==> src/rtl/apb_pkg.sv <==
// Shared definitions for the APB requester arbiter.
package apb_pkg;

  typedef enum logic [1:0] {
    ST_IDLE   = 2'd0,
    ST_SETUP  = 2'd1,
    ST_ACCESS = 2'd2
  } apb_state_e;

endpackage

==> src/rtl/apb_rrpick.sv <==
// Round-robin picker: first requester at or after last+1 (mod NM) wins, one-hot grant.
module apb_rrpick #(
  parameter int unsigned NM = 2,
  parameter int unsigned GW = $clog2(NM)
) (
  input  logic [NM-1:0] req,
  input  logic [GW-1:0] last,
  output logic [NM-1:0] grant
);

  logic [GW-1:0] idx;
  logic          found;

  always_comb begin
    grant = '0;
    found = 1'b0;
    idx   = '0;
    for (int unsigned i = 1; i <= NM; i++) begin
      idx = GW'((32'(last) + i) % NM);
      if (!found && req[idx]) begin
        grant[idx] = 1'b1;
        found      = 1'b1;
      end
    end
  end

endmodule

==> src/rtl/apb_arbiter.sv <==
// Multi-requester APB master: round-robin grant, one transfer at a time,
// optional ACCESS-phase timeout.
module apb_arbiter
  import apb_pkg::*;
#(
  parameter int unsigned AW          = 32,
  parameter int unsigned DW          = 32,
  parameter int unsigned NM          = 2,
  parameter int unsigned OPT_TIMEOUT = 0
) (
  input  logic                PCLK,
  input  logic                i_reset,
  input  logic [NM-1:0]       i_valid,
  output logic [NM-1:0]       o_ready,
  input  logic [NM*AW-1:0]    i_addr,
  input  logic [NM-1:0]       i_write,
  input  logic [NM*DW-1:0]    i_wdata,
  input  logic [NM*DW/8-1:0]  i_wstrb,
  input  logic [NM*3-1:0]     i_prot,
  output logic [NM-1:0]       o_rvalid,
  output logic [DW-1:0]       o_rdata,
  output logic                o_err,
  output logic                PSEL,
  output logic                PENABLE,
  output logic                PWRITE,
  output logic [AW-1:0]       PADDR,
  output logic [DW-1:0]       PWDATA,
  output logic [DW/8-1:0]     PWSTRB,
  output logic [2:0]          PPROT,
  input  logic                PREADY,
  input  logic [DW-1:0]       PRDATA,
  input  logic                PSLVERR
);

  localparam int unsigned SW = DW / 8;
  localparam int unsigned GW = $clog2(NM);

  apb_state_e    state, state_d;
  logic [GW-1:0] last_grant;
  logic [GW-1:0] gidx_c;
  logic [NM-1:0] grant_c;
  logic          grant_en_c;
  logic          done_c;
  logic          timeout_c;

  logic [AW-1:0] addr_a  [NM];
  logic [DW-1:0] wdata_a [NM];
  logic [SW-1:0] wstrb_a [NM];
  logic [2:0]    prot_a  [NM];

  // Unpack the flat per-requester buses
  for (genvar k = 0; k < NM; k++) begin : g_unpack
    assign addr_a[k]  = i_addr[k*AW +: AW];
    assign wdata_a[k] = i_wdata[k*DW +: DW];
    assign wstrb_a[k] = i_wstrb[k*SW +: SW];
    assign prot_a[k]  = i_prot[k*3 +: 3];
  end

  apb_rrpick #(.NM(NM), .GW(GW)) u_rrpick (
    .req   (i_valid),
    .last  (last_grant),
    .grant (grant_c)
  );

  always_comb begin
    gidx_c = '0;
    for (int unsigned k = 0; k < NM; k++) begin
      if (grant_c[GW'(k)]) gidx_c = GW'(k);
    end
  end

  assign o_ready = grant_en_c ? grant_c : '0;

  // ACCESS-phase watchdog, only built when a limit is configured
  if (OPT_TIMEOUT > 0) begin : g_timeout
    localparam int unsigned TW = $clog2(OPT_TIMEOUT + 1);
    logic [TW-1:0] to_cnt;

    always_ff @(posedge PCLK) begin
      if (i_reset)                               to_cnt <= '0;
      else if (state == ST_ACCESS && !PREADY)    to_cnt <= to_cnt + TW'(1);
      else                                       to_cnt <= '0;
    end

    assign timeout_c = (state == ST_ACCESS) && !PREADY &&
                       (to_cnt == TW'(OPT_TIMEOUT - 1));
  end else begin : g_no_timeout
    assign timeout_c = 1'b0;
  end

  always_ff @(posedge PCLK) begin
    if (i_reset) state <= ST_IDLE;
    else         state <= state_d;
  end

  always_comb begin
    state_d    = state;
    grant_en_c = 1'b0;
    done_c     = 1'b0;
    case (state)
      ST_IDLE: begin
        if (!i_reset && |i_valid) begin
          grant_en_c = 1'b1;
          state_d    = ST_SETUP;
        end
      end
      ST_SETUP: state_d = ST_ACCESS;
      ST_ACCESS: begin
        if (PSEL && PENABLE && PREADY) begin
          done_c  = 1'b1;
          state_d = ST_IDLE;
        end else if (timeout_c) begin
          state_d = ST_IDLE;
        end
      end
      default: state_d = ST_IDLE;
    endcase
  end

  // Registered APB master outputs and requester response
  always_ff @(posedge PCLK) begin
    if (i_reset) begin
      PSEL       <= 1'b0;
      PENABLE    <= 1'b0;
      PWRITE     <= 1'b0;
      PADDR      <= '0;
      PWDATA     <= '0;
      PWSTRB     <= '0;
      PPROT      <= '0;
      o_rvalid   <= '0;
      o_rdata    <= '0;
      o_err      <= 1'b0;
      last_grant <= GW'(NM - 1);
    end else begin
      PSEL     <= (state_d != ST_IDLE);
      PENABLE  <= (state_d == ST_ACCESS);
      o_rvalid <= '0;
      if (grant_en_c) begin
        last_grant <= gidx_c;
        PADDR      <= addr_a[gidx_c];
        PWRITE     <= i_write[gidx_c];
        PWDATA     <= i_write[gidx_c] ? wdata_a[gidx_c] : '0;
        PWSTRB     <= i_write[gidx_c] ? wstrb_a[gidx_c] : '0;
        PPROT      <= prot_a[gidx_c];
      end
      if (done_c) begin
        o_rvalid <= NM'(1) << last_grant;
        o_rdata  <= PRDATA;
        o_err    <= PSLVERR;
      end else if (timeout_c) begin
        o_rvalid <= NM'(1) << last_grant;
        o_rdata  <= '0;
        o_err    <= 1'b1;
      end
    end
  end

endmodule

==> config.mk <==
export PLATFORM = sky130hd
export DESIGN_NAME = apb_arbiter
export DESIGN_NICKNAME = d
export VERILOG_FILES = /design/src/rtl/apb_pkg.sv /design/src/rtl/apb_rrpick.sv /design/src/rtl/apb_arbiter.sv
export SDC_FILE = /design/constraint.sdc
export NUM_CORES = 1
export LEC_CHECK = 0
export CELL_PAD_IN_SITES_DETAIL_PLACEMENT = 0
export CELL_PAD_IN_SITES_GLOBAL_PLACEMENT = 1
export CORE_ASPECT_RATIO = 0.9
export CORE_MARGIN = 2
export CORE_UTILIZATION = 30
export DETAILED_ROUTE_END_ITERATION = 6
export GPL_TIMING_DRIVEN = 0
export PLACE_DENSITY = 0.91
export SYNTH_ARGS = -nofsm -noshare
export SYNTH_HDL_FRONTEND = slang
export SYNTH_SLANG_ARGS = --single-unit
==> constraint.sdc <==
create_clock -name PCLK -period 3.14 [get_ports PCLK]
set_clock_uncertainty 0.2 [all_clocks]
set_input_delay 0.628 -clock PCLK [delete_from_list [all_inputs] [get_ports PCLK]]
set_output_delay 0.628 -clock PCLK [all_outputs]
set_load 0.01 [all_outputs]
==> summary.md <==
| Metric | Value |
|---|---|
| Status | finished clean |
| Netlist cell types | 25 |
| Layout Cells excl Fill | 1141 |
| Cts hold-fix bufs | 0 |
| WP data required | 2310 ps |
| Post-DP HPWL | 15300 um |
| Max capacitance violation total | 0 |
| Grt ovf | 0 |
| Rel. slew slack | 46.7% |
| First-pass GRT wire length | 30800 um |
| Post-DP Area | 0.00851 mm2 |
| Core Rows | 46 |
| Die Y-Extent | 130 um |
| Largest net degree at the start of global routing | 20 |
| Sw Pwr | 0.00126 W |
| Cells after DPL | 1126 |
| IO Count | 293 |
| Critical Path Fanout Max | 10 |
| P_int | 0.00292 W |
| DR WL/cell | 17.8 um |
| Setup TNS | 0 ps |
| Die footprint | 0.0188 mm2 |
| Tightest Pin Transition | 800 ps |
| Leakage power | 3.00 nW |
| Final hold vios | 0 |
| Crit path time final | 3010 ps |
| CP Launch Type | input port |
| Synth Register Bits | 112 |
| Vias in the first global route | 5676 |
| CTS root buf | clkbuf_16 |
| Synth warn | 0 |
| Total power | 0.00418 W |
| Pwr dens | 473 mW/mm2 |
| Port buffer count | 289 |
| Postcts setup bufs | 0 |
| Diodes inserted | 0 |
| Register area share after synthesis | 42.2% |
| Final net count | 1078 |
| Avg Cell Area, Syn | 8.91 um2 |
| CP endpoint kind | output pin |
| Hold depth | 2 |
| Area grow syn2layout | 66.1% |
| Initial DRC count | 193 |
| H-tree Lvls | 3 |
| Syn Inst Count | 597 |
| DRC | 0 |
| Initial antenna violation count | 0 |
| Final Setup Violations | 0 |
| CP arrival | 2180 ps |
| TritonCTS clock tree | built |
| Vias | 5767 |
| Sw frac | 30.1% |
| R2R depth | 5 |
| CTS Buf Count | 9 |
| Min-Delay Path Class | reg -> reg |
| # clock sinks | 112 |
| Antenna-violating nets left | 0 |
| Placer Congestion | 0.793 |
| WHS | 276 ps |
| Clock group share of total power | 30.7% |
| CP Class | in -> out |
| Asr flop ratio synth | 0% |
| Initial core utilization | 30.4% |
| Syn_nets | 779 |
| Max Slew Vio Count | 0 |
| Core box area | 0.0175 mm2 |
| Netlist Area Pre-Place | 0.00532 mm2 |
| Combinational share of power | 30.3% |
| Clk buf depth | 2 |
| Die W | 144 um |
| Period utilization | 95.8% |
| Part of the power in registers | 39.0% |
| WL final | 20400 um |
| Clk_lat worst skew | 350 ps |
| Fin area | 0.00883 mm2 |
| GRT Overall Usage | 21.2% |
| Avg Vias per Cell | 5.05 |
| CTS clk-pin slew, worst paths | 80 ps |
| Top_reg_cell synth | dfxtp_1 |
| Pre-antenna DRT Iters | 4 |
| Number of enable flip-flop cells after synthesis | 0 |
| Worst VDD drop | 0.295 mV |
| Fmax | 333 MHz |
| Share of cells above drive strength 1 | 14.2% |
| RSZ-0062 raised after global routing | no |
## logic make-up after synthesis
kind of cell,count (synthesis),synth area share [%]
AOI/OAI and AO/OA,215,33.8
buffers and inverters,75,7.27
DFF,112,42.2
and+or+nand+nor,195,16.8
## sequential cells by signal, summed over array words and instances (netlist names)
signal / cells
o_err: 1
PWRITE: 1
PWSTRB: 4
state: 2
last_grant: 1
o_rvalid: 2
PSEL: 1
PENABLE: 1
PWDATA: 32
PPROT: 3
PADDR: 32
o_rdata: 32
## what timing repair did
action	CTS	global route
endpoints found under the setup margin	2	0
endpoints found under the hold margin	0	0
gates resized for setup	3	0
## layout make-up
class,count,area [um2]
buffer,74,384
clock buffer,9,225
clock inverter,7,101
fill,1706,8670
multi-input combinational,410,2690
sequential,112,2240
tap,240,300
timing repair buffer,289,2890
## worst paths after layout
| kind | startpoint | end | slack [ps] |
|---|---|---|---|
| worst max-delay path | i_valid[0] | o_ready[0] | 130 |
| worst min-delay path | o_rdata[6] | o_rdata[6] | 280 |
| worst max register to register | last_grant | PPROT[1] | 1250 |
| worst min register to register | o_rdata[6] | o_rdata[6] | 280 |
## layer usage
layer	track usage, %	vias to the layer above	part of all wire (%)
li1	-	2812	-
met1	24.9	2704	41
met2	37.1	232	48
met3	7.60	19	9.7
met4	4.97	0	1.3
met5	0	-	0
## power by group through the flow
stage	sequential [W]	clock (W)	combinational, W
6_report	0.00163	0.00128	0.00127
3_5_place_dp	0.00166	0	0.00127
4_1_cts	0.00163	0.00132	0.00128
2_1_floorplan	0.00171	0	0.000571
5_1_grt	0.00164	0.00138	0.00136
3_3_place_gp	0.00165	0	0.00127
## metrics by stage
step                      worst slack [ps]  utilization (%)
after floorplan                        879                -
after global placement                -316             48.6
after global routing                  26.6             50.5
after CTS                              116             50.5
final                                  133             50.5
after detailed placement              -306             48.6
## layout by cell type (no fill, tap or decap), types with 4 or more instances in the layout
cell type,instances
a21oi_1,107
a311oi_2,70
buf_2,29
buf_6,8
clkbuf_1,32
clkbuf_16,9
clkdlybuf4s50_1,287
dfxtp_1,112
nand2_1,74
nand3_1,106
nor2_1,4
o21ai_0,33
## cells in the mapped netlist (2+ instances only)
cell      instances  area share, %
a21oi_1         107             10
clkbuf_2          2           0.19
and3_1            2           0.24
nand2_1          74            5.2
nor2_1            4           0.28
nor2b_1           2           0.24
buf_6             8            1.7
o21ai_0          33            3.1
a311oi_1          2           0.33
dfxtp_1         112             42
buf_2            31            2.9
nand3_1         106             10
a311oi_2         70             20
nor3_1            2           0.19
clkbuf_1         32            2.3
## worst max-delay path: stages
cell             delay, ps
clkdlybuf4s50_1        510
or2_1                  160
buf_4                  210
nand2_1                160
nor3_1                 190
dlygate4sd2_1          320
Note: power is estimated with default switching activity, not from simulation.
